--- src/rtl/mrx_sync_ctrl.sv ---
// mrx_sync_ctrl: measures the front-panel sync/tx sequence and opens
// a locked capture window that forwards CAPTURE_N RX samples.
module mrx_sync_ctrl #(
   parameter int DATA_WIDTH     = 16,
   parameter int CNT_WIDTH      = 24,
   parameter int SYNC_SIG_N     = 8400,
   parameter int SYNC_TOL       = 64,
   parameter int CAPTURE_N      = 40960,
   parameter int GPIO_REG_WIDTH = 12,
   parameter int SYNC_IN_BIT    = 2,
   parameter int TX_IN_BIT      = 6
) (
   input  logic                      clk,
   input  logic                      reset,
   input  logic [GPIO_REG_WIDTH-1:0] fp_gpio_in,
   output logic [GPIO_REG_WIDTH-1:0] fp_gpio_ddr,
   input  logic [DATA_WIDTH-1:0]     irx,
   input  logic [DATA_WIDTH-1:0]     qrx,
   input  logic                      rx_in_valid,
   output logic [2*DATA_WIDTH-1:0]   out_tdata,
   output logic                      out_tvalid,
   input  logic                      out_tready,
   output logic                      out_tlast,
   output logic                      locked,
   output logic                      sync_err,
   output logic                      overflow,
   output logic [2:0]                state,
   output logic [CNT_WIDTH-1:0]      cnt
);

   typedef enum logic [2:0] {
      IDLE    = 3'd0,
      SYNC_A  = 3'd1,
      SYNC_B  = 3'd2,
      GUARD   = 3'd3,
      CAPTURE = 3'd4
   } state_t;

   localparam logic [CNT_WIDTH-1:0] TOL_LO =
      CNT_WIDTH'(SYNC_SIG_N - SYNC_TOL);
   localparam logic [CNT_WIDTH-1:0] TOL_HI =
      CNT_WIDTH'(SYNC_SIG_N + SYNC_TOL);
   localparam logic [CNT_WIDTH-1:0] NOM =
      CNT_WIDTH'(SYNC_SIG_N);
   localparam logic [CNT_WIDTH-1:0] CAP_LAST =
      CNT_WIDTH'(CAPTURE_N - 1);
   localparam logic [CNT_WIDTH-1:0] CNT_MAX = '1;

   // synchronizer and edge-detect state
   logic       sync_meta_q;
   logic       sync_s_q;
   logic       sync_p_q;
   logic       tx_meta_q;
   logic       tx_s_q;
   logic       tx_p_q;
   logic [1:0] fill_q;
   logic       armed_q;

   logic sync_rise;
   logic sync_fall;
   logic tx_rise;
   logic tx_fall;

   // control state
   state_t               state_q;
   state_t               state_d;
   logic [CNT_WIDTH-1:0] cnt_q;
   logic [CNT_WIDTH-1:0] cnt_d;
   logic                 err_q;
   logic                 err_d;
   logic                 enter;

   // capture datapath state
   logic [CNT_WIDTH-1:0]    smp_q;
   logic [CNT_WIDTH-1:0]    smp_d;
   logic [2*DATA_WIDTH-1:0] tdata_q;
   logic                    tvalid_q;
   logic                    tlast_q;
   logic                    ovf_q;

   logic consume;
   logic last_smp;
   logic load;
   logic drop;
   logic cap_entry;

   // only two front-panel pins are observed
   logic gpio_unused;
   assign gpio_unused = ^fp_gpio_in;

   // two-flop synchronizers plus one delay stage for edge detection
   always_ff @(posedge clk) begin
      if (reset) begin
         sync_meta_q <= 1'b0;
         sync_s_q    <= 1'b0;
         sync_p_q    <= 1'b0;
         tx_meta_q   <= 1'b0;
         tx_s_q      <= 1'b0;
         tx_p_q      <= 1'b0;
         fill_q      <= 2'b00;
         armed_q     <= 1'b0;
      end else begin
         sync_meta_q <= fp_gpio_in[SYNC_IN_BIT];
         sync_s_q    <= sync_meta_q;
         sync_p_q    <= sync_s_q;
         tx_meta_q   <= fp_gpio_in[TX_IN_BIT];
         tx_s_q      <= tx_meta_q;
         tx_p_q      <= tx_s_q;
         fill_q      <= {fill_q[0], 1'b1};
         // a sync line already high out of reset must go low first
         armed_q     <= armed_q | (fill_q[1] & ~sync_s_q);
      end
   end

   assign sync_rise = sync_s_q & ~sync_p_q & armed_q;
   assign sync_fall = ~sync_s_q & sync_p_q;
   assign tx_rise   = tx_s_q & ~tx_p_q;
   assign tx_fall   = ~tx_s_q & tx_p_q;

   // state register, segment counter and error pulse
   always_ff @(posedge clk) begin
      if (reset) begin
         state_q <= IDLE;
         cnt_q   <= '0;
         err_q   <= 1'b0;
      end else begin
         state_q <= state_d;
         cnt_q   <= cnt_d;
         err_q   <= err_d;
      end
   end

   // next-state logic; tolerance checks see cnt before increment
   always_comb begin
      state_d = state_q;
      err_d   = 1'b0;
      unique case (state_q)
         IDLE: begin
            if (sync_rise) begin
               state_d = SYNC_A;
            end
         end
         SYNC_A: begin
            if (sync_fall || cnt_q > TOL_HI) begin
               err_d = 1'b1;
            end else if (tx_fall) begin
               if (cnt_q >= TOL_LO) begin
                  state_d = SYNC_B;
               end else begin
                  err_d = 1'b1;
               end
            end
         end
         SYNC_B: begin
            if (cnt_q > TOL_HI) begin
               err_d = 1'b1;
            end else if (sync_fall) begin
               if (cnt_q >= TOL_LO) begin
                  state_d = GUARD;
               end else begin
                  err_d = 1'b1;
               end
            end else if (tx_rise) begin
               err_d = 1'b1;
            end
         end
         GUARD: begin
            if (sync_rise) begin
               err_d   = 1'b1;
               state_d = SYNC_A;
            end else if (tx_fall) begin
               err_d = 1'b1;
            end else if (cnt_q == NOM) begin
               state_d = CAPTURE;
            end
         end
         CAPTURE: begin
            if (sync_rise) begin
               err_d   = 1'b1;
               state_d = SYNC_A;
            end else if (consume && last_smp) begin
               state_d = IDLE;
            end
         end
         default: begin
            state_d = IDLE;
         end
      endcase
      // every error returns to IDLE except a fresh sync rise
      if (err_d && !sync_rise) begin
         state_d = IDLE;
      end
   end

   // segment counter restarts at 1 on any state entry, saturates
   always_comb begin
      enter = (state_d != state_q);
      cnt_d = cnt_q;
      if (enter) begin
         cnt_d = CNT_WIDTH'(1);
      end else if (cnt_q != CNT_MAX) begin
         cnt_d = cnt_q + CNT_WIDTH'(1);
      end
   end

   // sample accounting: drops still count toward the window
   always_comb begin
      consume   = (state_q == CAPTURE) & rx_in_valid & ~sync_rise;
      last_smp  = (smp_q == CAP_LAST);
      load      = consume & (~tvalid_q | out_tready);
      drop      = consume & tvalid_q & ~out_tready;
      cap_entry = (state_q == GUARD) & (state_d == CAPTURE);
      smp_d     = smp_q;
      if (cap_entry) begin
         smp_d = '0;
      end else if (consume && smp_q != CNT_MAX) begin
         smp_d = smp_q + CNT_WIDTH'(1);
      end
   end

   // single-entry output register with sticky overflow
   always_ff @(posedge clk) begin
      if (reset) begin
         smp_q    <= '0;
         tdata_q  <= '0;
         tvalid_q <= 1'b0;
         tlast_q  <= 1'b0;
         ovf_q    <= 1'b0;
      end else begin
         smp_q <= smp_d;
         if (load) begin
            tdata_q  <= {qrx, irx};
            tvalid_q <= 1'b1;
            tlast_q  <= last_smp;
         end else if (drop && last_smp) begin
            // final sample lost: mark the beat still waiting
            tlast_q <= 1'b1;
         end else if (out_tready) begin
            tvalid_q <= 1'b0;
            tlast_q  <= 1'b0;
         end
         if (cap_entry) begin
            ovf_q <= 1'b0;
         end else if (drop) begin
            ovf_q <= 1'b1;
         end
      end
   end

   // output decode
   always_comb begin
      fp_gpio_ddr = '0;
      locked      = (state_q == CAPTURE);
      state       = state_q;
      cnt         = cnt_q;
      sync_err    = err_q;
      out_tdata   = tdata_q;
      out_tvalid  = tvalid_q;
      out_tlast   = tlast_q;
      overflow    = ovf_q;
   end

endmodule
--- config.mk ---
export PLATFORM = sky130hd
export DESIGN_NAME = mrx_sync_ctrl
export DESIGN_NICKNAME = d
export VERILOG_FILES = /design/src/rtl/mrx_sync_ctrl.sv
export SDC_FILE = /design/constraint.sdc
export NUM_CORES = 1
export LEC_CHECK = 0
export ABC_AREA = 1
export ABC_CLOCK_PERIOD_IN_PS = 2100
export BUFFER_PORTS_ARGS = -buffer_cell sky130_fd_sc_hd__buf_4
export CORE_MARGIN = 4
export CORE_UTILIZATION = 50
export DETAILED_ROUTE_END_ITERATION = 7
export GPL_TIMING_DRIVEN = 0
export PLACE_DENSITY = 0.87
export SLEW_MARGIN = 10
export SYNTH_ARGS = -nofsm -noshare
export SYNTH_HDL_FRONTEND = slang
export SYNTH_SLANG_ARGS = --single-unit
--- constraint.sdc ---
create_clock -name clk -period 2.1 [get_ports clk]
set_input_delay 0 -clock clk [delete_from_list [all_inputs] [get_ports clk]]
set_output_delay 0 -clock clk [all_outputs]
set_load 0.01 [all_outputs]
After elaboration in Yosys (flattened, before gate mapping) --
Index checks and enable logic that the tools add are counted.
Cells by class: add/subtract/negate cells 2, $lt $le $gt $ge 2, eq/ne operators 11, mux-type cells 32, bitwise operators 21, reduce and logical (&&, ||, !) cells 13
Operators with widths (number):
- 24-bit by 1-bit adder with 24-bit output (second input constant) | 2
- 24-bit inequality test (second input constant) | 2
- 3-bit two-way mux | 13
- 24-bit by 14-bit equality test with 1-bit output (second input constant) | 1
- 24-bit by 16-bit equality test with 1-bit output (second input constant) | 1
- 24-bit by 14-bit >= comparator with 1-bit output (second input constant) | 1
- 24-bit by 14-bit greater-than comparator with 1-bit output (second input constant) | 1
- 1-bit two-way mux | 17
- 3-bit one-hot mux with 5 select lines | 1
- 1-bit bitwise AND | 12
- 1-bit inverter | 7
- 3-bit by 2-bit equality test with 1-bit output (second input constant) | 2
- 3-bit equality test (second input constant) | 2
- 1-bit logical AND | 4
- 1-bit one-hot mux with 4 select lines | 1
- 2-bit nonzero test | 2
- 2-bit OR reduction | 2
- 3-bit by 1-bit equality test with 1-bit output (second input constant) | 1
- 3-bit logical NOT | 1
- 3-bit inequality test | 1
- 3-bit nonzero test | 1
- 2-bit inequality test (second input constant) | 1
- 1-bit OR | 2
- 2-bit AND reduction | 1
- other kinds (2) | 2
Word-level totals: flip-flop bits (word level) 96, input port bits 48, word-level logic and storage cells 99

Longest topological paths before layout --
Gate-level depths: netlist of the first run.
word-level depth 13, mapped depth 19

Least setup slack after synthesis of the first run --
Ideal clock, no wire load.
path kind register to register, start point reg state_q[2], in the netlist state[2], end point reg smp_q[13], setup time 0.066 ns, arrival time 1.827 ns, data required time 2.034 ns, path slack 0.207 ns, stages on the path, launching flop included 14, path buffers 0, path through dfxtp_1 > inv_2 > nor2_4 > nand2_2 > nor2_4 > nand2_4 > nor2_4 > nand2_2 > nor2_4 > nand2_4 > nor2_4 > nand3_2 > or2_0 > a21oi_2
Between the ends: cells in the longest elaborated chain, start to end 11, elaborated cells between the ends (all ways) 28
Ends and longest elaborated chain:
- from (decl) | RTL line 65 | state_t state_q;
- from (signal assigned) | RTL line 127 | state_q <= state_d;
- 3-bit equality test *
- via locked | RTL line 24 | output logic locked,
- 1-bit bitwise AND (2 in a row) | RTL line 208 | consume = (state_q == CAPTURE) & rx_in_valid & ~sync_rise;
- 1-bit logical AND | RTL line 181 | end else if (consume && last_smp) begin
- 3-bit two-way mux | RTL line 181
- 3-bit two-way mux | RTL line 178 | if (sync_rise) begin
- 3-bit one-hot mux with 5 select lines | RTL line 137 | unique case (state_q)
- 3-bit two-way mux | RTL line 190 | if (err_d && !sync_rise) begin
- 3-bit equality test | RTL line 212 | cap_entry = (state_q == GUARD) & (state_d == CAPTURE);
- 1-bit bitwise AND | RTL line 212
- 2-bit OR reduction (no source line)
- to (signal assigned) | RTL line 230 | smp_q <= smp_d;
- to (decl) | RTL line 74 | logic [CNT_WIDTH-1:0] smp_q;
The timed path passes the listed nets; every way through them passes the cells marked *. A chain may end at the register's enable or synchronous reset.

Worst setup path in the final report of the first run --
start point reg cnt_q[13], in the netlist cnt[13], end point reg cnt_q[3], in the netlist cnt[3]
Between the ends: cells in the longest elaborated chain, start to end 9, elaborated cells between the ends (all ways) 25
Ends and longest elaborated chain:
- from (decl) | RTL line 67 | logic [CNT_WIDTH-1:0] cnt_q;
- from (signal assigned) | RTL line 128 | cnt_q <= cnt_d;
- 24-bit by 14-bit >= comparator with 1-bit output | RTL line 147, 158
- 1-bit two-way mux | RTL line 147, 158
- 1-bit two-way mux, on equally long branches | RTL line 157, 146
- 1-bit two-way mux, on equally long branches | RTL line 155, 144
- 1-bit one-hot mux with 4 select lines | RTL line 137
- 1-bit logical AND | RTL line 190
- 3-bit two-way mux | RTL line 190
- 3-bit inequality test | RTL line 197 | enter = (state_d != state_q);
- 2-bit OR reduction (no source line)
Several ways; a longest one is shown, not always the timed one.

==> impl_results.md, run 1 <==
- Switch Pwr: 0.000837 W
- Via density: 5.19
- Placement Setup Slack: -98.8 ps
- CP arrival: 2550 ps
- Reg2reg start: cnt[13]
- Die X: approximately 110 um
- Share of post-route cells with drive strength above 1: 32.0%
- Worst Setup End Kind: register
- Total GRT Usage: a little under a quarter
- Via count: 4965
- Commonest cells after routing, fill and taps aside: 134 x buf_4, 132 x nor2_1, 74 x inv_1
- Number of placed cells counting well taps: about 880
- Crit-path cells: inv_2 -> nor2_2 -> nand2_4 -> nor3_2 -> nand3_1 -> a31oi_1 -> nand2_2 -> nand2_4 -> nand2_1 -> nand2_2 -> nand4_4 -> clkbuf_16 -> nor2_2
- Detailed-route wire length: about 13000 um
- Syn Area/Cell: around 7.1 um2
- Actual slew at the worst max-slew pin: 496 ps
- Internal power: roughly 0.0024 W
- Worst R2R Setup Slack: -140 ps
- Max Root-Sink Buffers: 2
- Clock skew: 9.96 ps
- CTS tree: built
- Post-layout net count: just under 900
- Final worst setup slack: -139 ps
- Worst hold path stage count: 5
- Clock edge transition at the registers on the reported setup and hold paths: 100 ps
- HP Class: in2reg
- Port bufs: just over 100
- RSZ-0062 raised after global routing: true
- Type of origin of the critical path: register
- Synth warn: 0
- Clock group share of total power: 35.3%
- Tot Pwr: between 0.003 and 0.004 W
- Final ANT Viol Nets: 0
- Rows: 35
- Initial DRC count: 311
- Die height: about 110 um
- Crit share post-route: 107%
- Synth top area cells: dfxtp_1 41%, nor2_1 11%, nand2_1 6.8%, inv_1 6.1%, o21ai_0 4.5%
- Comb pwr share: 8.4%
- Critical hold path startpoint: rx_in_valid
- # Max-Cap Violations: 0
- Sequential share of power: ~56%
- Worst Path Max Fanout: 6
- Fin cells: 957
- TritonCTS Buffers: 9
- Layer with the highest usage: met2
- GR Util met2: around 38%
- Initial Util: 51.2%
- Global-route wire length before repair: 20700 um
- Pwr dens: 488 mW/mm2
- Final Critical Period: 2240 ps
- Fraction of synthesized area in multiplexers: 0%
- Final hold viol count: 0
- Met1 Usage GRT: between 20% and 30%
- Synthesized-area fraction occupied by ao, oa, aoi and oai cells: 7.61%
- Yosys top cell by area: dfxtp_1
- Hpwl dp: about 8400 um
- Boundary pin count: 124
- Switching Fraction: approximately 26%
- Synth Area in Simple Gates: 34.9%
- Flops & latches, synth: 96
- Largest net degree at the start of global routing: 19
- Asr flop ratio synth: 0%
- CP max stage delay: a little under 400 ps
- Synthesized area: 0.00470 mm2
- Endpoints failing setup: 25
- Diodes inserted: 0
- GR Overflow Total: 0
- Syn Inst Count: 661
- P&R area growth vs syn: 42.4%
- Yosys cell types: 36
- RePlAce Congestion: 0.911
- Hold Slack: 133 ps
- WP data required: 2410 ps
- Synth Area in XOR/XNOR: 5.59%
- H-tree levels: 3
- Post-synth EDFFs: 0
- R2R depth: 13
- Sequential cell area fraction in the yosys report: roughly two fifths
- Antenna violations before repair: 0
- Core area: ~0.0092 mm2
- Slew margin rel.: 66.7%
- Worst Path Class, Setup: reg2reg
- DRC Markers: 0
- Main combinational cell family by area after synthesis: simple AND/OR/NAND/NOR gates
- FMAX: between 400 and 500 MHz
- Root Buffer: clkbuf_8
- Die area: 0.0110 mm2
- Fin. max-slew vios: 0
- Ys flop type: dfxtp_1
- Vias in the first global route: 4468
- Post-Synth Adder-Cell Area: 0.798%
- Routed len/inst: ~14 um
- Worst-Skew Late Latency: 370 ps
- Worst reg2reg path endpoint: cnt[3]
- Clock Sinks: 96
- Slowest CP cell: dfxtp_4
- Commonest non-fill, non-tap cell in the layout: buf_4
- Failing checks: negative setup slack
- Drt first pass iters: 5
- Pleak: slightly below 3 nW
- Status: finished with violations
- Worst hold endpoint: out_tvalid
- Share of the synthesized area in the top cell type: 40.9%
- M3 GR Usage: 5.81%
- Worst VDD drop: 0.335 mV
## cell type report
cell class,instances,area [um2]
Buffer,27,191
Timing Repair Buffer,160,1310
Clock inverter,7,63.8
Multi-Input combinational cell,468,2600
Fill cell,658,2490
Sequential cell,96,1970
Clock buffer,9,124
Inverter,79,297
Tap cell,111,139
## metal layers
metal | wire length, um | vias up
li1 | - | 2438
met1 | 5290 | 2219
met2 | 6510 | 255
met3 | 1120 | 53
met4 | 501 | 0
met5 | 0 | -
## sequential cells by signal (all words and copies together), names as in the netlist, 2 cells and up
| name | cells |
|---|---|
| fill_q | 2 |
| out_tdata | 32 |
| smp_q | 24 |
| state | 3 |
| cnt | 24 |
## worst max-delay path by stage
stage	startpoint	endpoint	slack, ps	depth (start not counted)
6_report	cnt[13]	cnt[3]	-140	13
5_1_grt	cnt[9]	cnt[6]	-230	18
4_1_cts	cnt[20]	cnt[17]	-20	16
3_5_place_dp	cnt[16]	cnt[17]	-100	10
3_3_place_gp	cnt[16]	cnt[17]	-120	10
2_1_floorplan	state[2]	smp_q[13]	210	13
## per-stage QoR
stage                     cell area, um2  setup TNS (ps)  util (%)
after floorplan                     4750               0         -
after global placement              5640           -1010      61.4
after detailed placement            5640           -2980      61.4
after CTS                           6280            -155      68.3
after global routing                6700           -6290      72.9
final                               6700           -2710      72.9
## synthesized netlist by cell type, types with 2 or more instances
library cell and count:
a211oi_1 2, o21ai_0 42, nor2_1 144, a21oi_1 18, nor2_2 25, buf_2 4
nand2_4 2, nand2_2 6, nor3_1 22, nor2_4 5, clkbuf_1 10, nand2_1 85
nor3b_1 3, inv_1 76, xor2_1 21, inv_2 2, nand3_1 31, ha_1 3
dfxtp_1 96, nor4_1 8, buf_4 12, a31oi_1 2, buf_6 3, nand3_2 2
nand4_1 18, xnor2_1 9
## power groups by stage
stage | Clock (W) | Sequential, W | Combinational (W)
after floorplan | 0 | 0.00189 | 0.000103
after global placement | 0 | 0.00189 | 0.000186
after detailed placement | 0 | 0.00189 | 0.000189
after CTS | 0.00118 | 0.00185 | 0.000245
after global routing | 0.00128 | 0.00184 | 0.000299
final | 0.00116 | 0.00184 | 0.000276
## kinds of logic (layout without fill, tap and decap cells)
group / after synthesis / after routing
flops: 96 / 96
fa+ha+maj: 3 / 3
buf+inv: 108 / 282
xor+xnor: 30 / 30
other cells: 1 / 12
compound gates: 68 / 68
simple gates: 355 / 355
## worst max-delay path, delay by kind of cell (launching register included)
family,cells,cell delay (ps)
AND/OR/NAND/NOR,10,1270
flip-flops,1,390
AO/OA/AOI/OAI,1,240
buffers and inverters,2,290
## repair_timing
item,CTS,global route
buffers inserted,4,18
resized for setup,21,93
hold buffers,36,0
pin swaps,4,17
cloned,0,1
setup endpoints to repair,40,75
endpoints found under the hold margin,38,0
(Power assumes the default switching activity.)
==> inputs of run 2 (changes only) <==
SETUP_SLACK_MARGIN = 0.4   (was default)
==> run 2 against run 1 <==
Against the previous run: the run still ends with negative setup slack left; clock-buffer cell count is the same; largest power group unchanged; register-to-register slack lost 120 ps; first-iteration DRC count grew 68%; fmax down 5.1%; wire length up 35%; highest routed layer unchanged; critical endpoint is now cnt[5]; largest cell class unchanged.
==> impl_results.md, run 2 (synthesized netlist as in run 1, its figures left out) <==
- Die X: 105 um (unchanged)
- Status: finished with violations
- Commonest cells after routing, fill and taps aside: 146 x buf_4, 110 x nor2_1, 73 x nand2_1
- Worst reg2reg path endpoint: cnt[5]
- Final Critical Period: 2360 ps (+121 ps)
- Routed len/inst: 18.7 um (+33%)
- Multi-input logic area: 0.00274 mm2 (+5.4%)
- Vias in the first global route: 5230 (+17%)
- Post-layout net count: 910 (+2.0%)
- Final worst setup slack: -260 ps (-121 ps)
- Diodes inserted: 0 (unchanged)
- DRC Markers: 0 (unchanged)
- Initial DRC count: 524 (+68%)
- Final core occ: 77.3% (+4.4 points)
- # Max-Cap Violations: 0 (unchanged)
- H-tree levels: 3 (unchanged)
- Detailed-route wire length: 18200 um (+35%)
- Worst hold path stage count: 5 (unchanged)
- Sequential cell area: 0.00197 mm2 (-0.13%)
- Commonest non-fill, non-tap cell in the layout: buf_4
- Largest net degree at the start of global routing: 20 (+1)
- Die area: 0.0110 mm2 (unchanged)
- Final ANT Viol Nets: 0 (unchanged)
- Die height: 105 um (unchanged)
- Initial Util: 51.2% (unchanged)
- Total GRT Usage: 26.6% (+3.9 points)
- Clock skew: 28.3 ps (+18.3 ps)
- Max Root-Sink Buffers: 2 (unchanged)
- Rows: 35 (unchanged)
- GR Overflow Total: 0 (unchanged)
- Worst hold endpoint: out_tvalid
- Reg2reg start: cnt[18]
- Worst Setup End Kind: register
- Comb pwr share: 9.3% (+0.9 points)
- CTS tree: built
- R2R depth: 16 (+3)
- RSZ-0062 raised after global routing: true
- Switching Fraction: 27.8% (+2.2 points)
- # fillers: 554 (-16%)
- RePlAce Congestion: 0.920 (+0.97%)
- Switch Pwr: 0.000950 W (+13%)
- WP data required: 2420 ps (about the same)
- Antenna violations before repair: 0 (unchanged)
- Worst R2R Setup Slack: -260 ps (-120 ps)
- Critical hold path startpoint: rx_in_valid
- Hpwl dp: 9230 um (+9.9%)
- FMAX: 424 MHz (-5.1%)
- Share of post-route cells with drive strength above 1: 37.0% (+5.0 points)
- Worst Path Class, Setup: reg2reg
- Max FFs per register: 32 (unchanged)
- CP arrival: 2680 ps (+130 ps)
- Fin. max-slew vios: 0 (unchanged)
- Clock group share of total power: 36.6% (+1.3 points)
- Fin cells: 975 (+1.9%)
- Worst Path Max Fanout: 7 (+1)
- Clock edge transition at the registers on the reported setup and hold paths: 110 ps (about the same)
- Via count: 5566 (+12%)
- Pwr dens: 481 mW/mm2 (-1.5%)
- Crit share post-route: 112% (+5.8 points)
- Beginning of the critical path: cnt[18]
- Endpoints failing setup: 32 (+28%)
- HP Class: in2reg
- Clock Sinks: 96 (unchanged)
- Slew margin rel.: 61.2% (-5.4 points)
- Failing checks: negative setup slack
- Port bufs: 101 (unchanged)
- Worst VDD drop: 0.434 mV (+29%)
- Number of placed cells counting well taps: 884 (unchanged)
- Actual slew at the worst max-slew pin: 577 ps (+80.9 ps)
- TritonCTS Buffers: 9 (unchanged)
- Sequential share of power: 54.0% (-2.2 points)
- Pleak: 3.12 nW (+5.8%)
- Global-route wire length before repair: 24400 um (+17%)
- P&R area growth vs syn: 51.0%
- Type of origin of the critical path: register
- Root Buffer: clkbuf_8
- Via density: 5.71 (+10%)
- Final hold viol count: 0 (unchanged)
- Core area: 0.00920 mm2 (unchanged)
- Boundary pin count: 124 (unchanged)
- Drt first pass iters: 6 (+1)
- Internal power: 0.00247 W (+1.3%)
- Worst-Skew Late Latency: 390 ps (+20 ps)
-- run 2: critical path: stages (launching register included) --
cell       delay, ps
dfxtp_4          380
nor2_4           100
nand2_2           70
nor2_4           180
nand2_2          100
nor2_2           110
nand2_1           70
nand2_2          110
nand3_1           90
nand2_1           90
nand3_2          110
nand2_4          120
nand3_2          100
nand2_2          110
nand4_4          240
clkbuf_16        260
nor2_2            70
-- run 2: cell type report --
type                       instances  share of cell area [%]
clock inverter                     7                    1.04
multi-input combinational        468                    38.6
inverter                          79                    4.24
sequential                        96                    27.8
timing repair buffer             176                    20.7
tap                              111                    1.95
buffer                            29                    4.03
clock buffer                       9                    1.74
-- run 2: how the worst max path moves through the flow --
stage	endpoint	slack, ps
after CTS	cnt[6]	-30
after global placement	cnt[14]	-30
after floorplan	smp_q[13]	220
after global routing	cnt[15]	-370
after detailed placement	cnt[18]	-120
final	cnt[5]	-260
-- run 2: power groups by stage --
| stage | clock, W | combinational (W) | sequential, W |
|---|---|---|---|
| after floorplan | 0 | 0.000109 | 0.00189 |
| after global placement | 0 | 0.000191 | 0.00189 |
| after detailed placement | 0 | 0.000196 | 0.00189 |
| final | 0.00125 | 0.000319 | 0.00185 |
| after CTS | 0.00122 | 0.000264 | 0.00185 |
| after global routing | 0.00132 | 0.000338 | 0.00185 |
-- run 2: repair_timing --
item / CTS / global route
hold buffers: 36 / 0
setup buffers: 14 / 21
endpoints found under the hold margin: 38 / 0
pin swaps: 3 / 29
gates resized for setup: 43 / 109
gates cloned: 1 / 3
setup endpoints to repair: 84 / 83
-- run 2: layer usage --
layer  global-route usage (%)  part of all wire (%)
met2                     48.0                    50
met1                     29.1                    35
met5                        0                     0
met4                     11.5                   6.8
met3                     7.10                   8.6
-- run 2: stage by stage --
stage | total power (W) | setup slack, ps | TNS (ps) | hold slack (ps) | instance area, um2
global placement | 0.00208 | -25.2 | -343 | 204 | 5760
detailed placement | 0.00209 | -124 | -2230 | 217 | 5760
CTS | 0.00334 | -32.4 | -222 | 71.0 | 6570
finish | 0.00342 | -260 | -6490 | 105 | 7100
global route | 0.00351 | -370 | -10380 | 110 | 7100
floorplan | 0.00200 | 221 | 0 | 62.7 | 4860
==> inputs of run 3 (changes only) <==
RECOVER_POWER = 25   (was default)
==> run 3 against run 2 <==
Against the previous run: the run still ends with negative setup slack left; global-route usage unchanged; non-clock buffer count is the same; first-iteration DRC count rose by 6.3%; final area is 1.1% lower; power fell by 0.16%; worst hold slack worse by 0.66 ps; clock-buffer cell count is the same; sequential share of layout area is 0.28 points higher; sequential cell count stayed put; wire length about the same; highest routed layer unchanged; die area unchanged; largest cell class unchanged.
==> impl_results.md, run 3 (synthesized netlist as in run 1, its figures left out) <==
- Slew margin rel.: 58.6% (-2.6 points)
- Worst-Skew Late Latency: 380 ps (about the same)
- Commonest cells after routing, fill and taps aside: 126 x buf_4, 110 x nor2_1, 73 x nand2_1
- Die area: 0.0110 mm2 (unchanged)
- Endpoints failing setup: 34 (+6.3%)
- Clock Sinks: 96 (unchanged)
- Pleak: 3.03 nW (-2.8%)
- Via count: 5562 (-0.072%)
- Final ANT Viol Nets: 0 (unchanged)
- Multi-input logic area: 0.00274 mm2 (unchanged)
- H-tree levels: 3 (unchanged)
- Root Buffer: clkbuf_8
- Final worst setup slack: -278 ps (-17.3 ps)
- Share of post-route cells with drive strength above 1: 34.6% (-2.4 points)
- Pwr dens: 485 mW/mm2 (+0.92%)
- Worst reg2reg path endpoint: cnt[5]
- Max Root-Sink Buffers: 2 (unchanged)
- Boundary pin count: 124 (unchanged)
- Initial DRC count: 557 (+6.3%)
- Diodes inserted: 0 (unchanged)
- Drt first pass iters: 6 (unchanged)
- Die height: 105 um (unchanged)
- HP Class: in2reg
- Placement Setup Slack: -124 ps (unchanged)
- R2R depth: 16 (unchanged)
- Worst hold path stage count: 5 (unchanged)
- FMAX: 421 MHz (-0.73%)
- Die X: 105 um (unchanged)
- Worst Setup End Kind: register
- Detailed-route wire length: 18200 um (about the same)
- Final Critical Period: 2380 ps (+17.3 ps)
- CP arrival: 2690 ps (about the same)
- Initial Util: 51.2% (unchanged)
- Global-route wire length before repair: 24400 um (unchanged)
- RePlAce Congestion: 0.920 (unchanged)
- Worst hold endpoint: out_tvalid
- CP dominant cell by count: nand2_2
- Setup TNS: -7110 ps (-621 ps)
- Hpwl dp: 9230 um (unchanged)
- # fillers: 594 (+7.2%)
- Crit-path cells: nor2_4 -> nand2_2 -> nor2_4 -> nand2_2 -> nor2_2 -> nand2_1 -> nand2_2 -> nand3_1 -> nand2_1 -> nand3_2 -> nand2_4 -> nand3_2 -> nand2_2 -> nand4_4 -> clkbuf_16 -> nor2_2
- Actual slew at the worst max-slew pin: 616 ps (+38.9 ps)
- Clock edge transition at the registers on the reported setup and hold paths: 110 ps (about the same)
- DRC Markers: 0 (unchanged)
- Max FFs per register: 32 (unchanged)
- # Max-Cap Violations: 0 (unchanged)
- Failing checks: negative setup slack
- Routed len/inst: 18.7 um (about the same)
- Type of origin of the critical path: register
- Worst Path Max Fanout: 7 (unchanged)
- RSZ-0062 raised after global routing: true
- Sequential cell area: 0.00197 mm2 (about the same)
- Total GRT Usage: 26.6% (unchanged)
- Rows: 35 (unchanged)
- Slowest CP cell: dfxtp_4
- WP data required: 2420 ps (about the same)
- GR Overflow Total: 0 (unchanged)
- Fin. max-slew vios: 0 (unchanged)
- TritonCTS Buffers: 9 (unchanged)
- Clock skew: 24.5 ps (-3.78 ps)
- Port bufs: 101 (unchanged)
- Vias in the first global route: 5230 (unchanged)
- Via density: 5.70 (about the same)
- Crit share post-route: 113% (+0.83 points)
- Tot Pwr: 0.00341 W (-0.16%)
- Core area: 0.00920 mm2 (unchanged)
- CP max stage delay: 380 ps (about the same)
- Commonest non-fill, non-tap cell in the layout: buf_4
- Worst VDD drop: 0.397 mV (-8.6%)
- Worst Path Class, Setup: reg2reg
- P&R area growth vs syn: 49.4%
- Largest net degree at the start of global routing: 20 (unchanged)
- Reg2reg start: cnt[18]
- Status: finished with violations
- Antenna violations before repair: 0 (unchanged)
- Critical hold path startpoint: rx_in_valid
- Final hold viol count: 0 (unchanged)
- Post-layout net count: 910 (unchanged)
- Worst R2R Setup Slack: -280 ps (-20 ps)
- CTS tree: built
[run 3: how the worst max path moves through the flow]
stage,from,to,slack (ps),depth (start not counted)
finish,cnt[18],cnt[5],-280,16
global route,cnt[18],cnt[15],-370,16
CTS,cnt[20],cnt[6],-30,16
detailed placement,cnt[19],cnt[18],-120,17
global placement,cnt[20],cnt[14],-30,18
floorplan,state[0],smp_q[13],220,14
[run 3: final cells by class]
class                   count  share of cell area, %
multi-input cells         468                   39.0
well taps                 111                   1.98
plain buffers              29                   4.08
clock buffers               9                   1.76
inverters                  79                   4.29
flip-flops and latches     96                   28.0
clock inverters             7                   1.05
repair buffers            176                   19.8
[run 3: timing repair]
action | CTS | global route
endpoints found under the hold margin | 38 | 0
setup buffers | 14 | 21
pin swaps | 3 | 29
hold buffers | 36 | 0
resized for setup | 43 | 109
gates cloned | 1 | 3
endpoints found under the setup margin | 84 | 83
[run 3: worst max-delay path, delay by kind of cell (launching register included)]
| family | cells | cell delay (ps) |
|---|---|---|
| buffers and inverters | 1 | 260 |
| flip-flops | 1 | 380 |
| AND/OR/NAND/NOR | 15 | 1680 |
[run 3: per-layer routing]
layer / share of wire (%) / up-vias / global-route usage (%)
met1: 34 / 2544 / 29.1
li1: - / 2475 / -
met3: 9.2 / 133 / 7.10
met5: 0 / - / 0
met2: 50 / 410 / 48.0
met4: 7.1 / 0 / 11.5
[run 3: power breakdown]
| group | internal, W | switching [W] | leakage (nW) |
|---|---|---|---|
| sequential | 0.00183 | 0.0000184 | 0.790 |
| clock | 0.000468 | 0.000778 | 0.0942 |
| combinational | 0.000171 | 0.000148 | 2.15 |
| total | 0.00247 | 0.000944 | 3.03 |
[run 3: metrics by stage]
| step | util (%) | instances | hold slack, ps | area, um2 |
|---|---|---|---|---|
| 3_5_place_dp | 62.6 | 884 | 217 | 5760 |
| 6_report | 76.4 | 975 | 104 | 7030 |
| 4_1_cts | 71.4 | 951 | 71.0 | 6570 |
| 5_1_grt | 76.4 | 975 | 110 | 7030 |
| 2_1_floorplan | - | 672 | 62.7 | 4860 |
| 3_3_place_gp | 62.6 | 884 | 204 | 5760 |
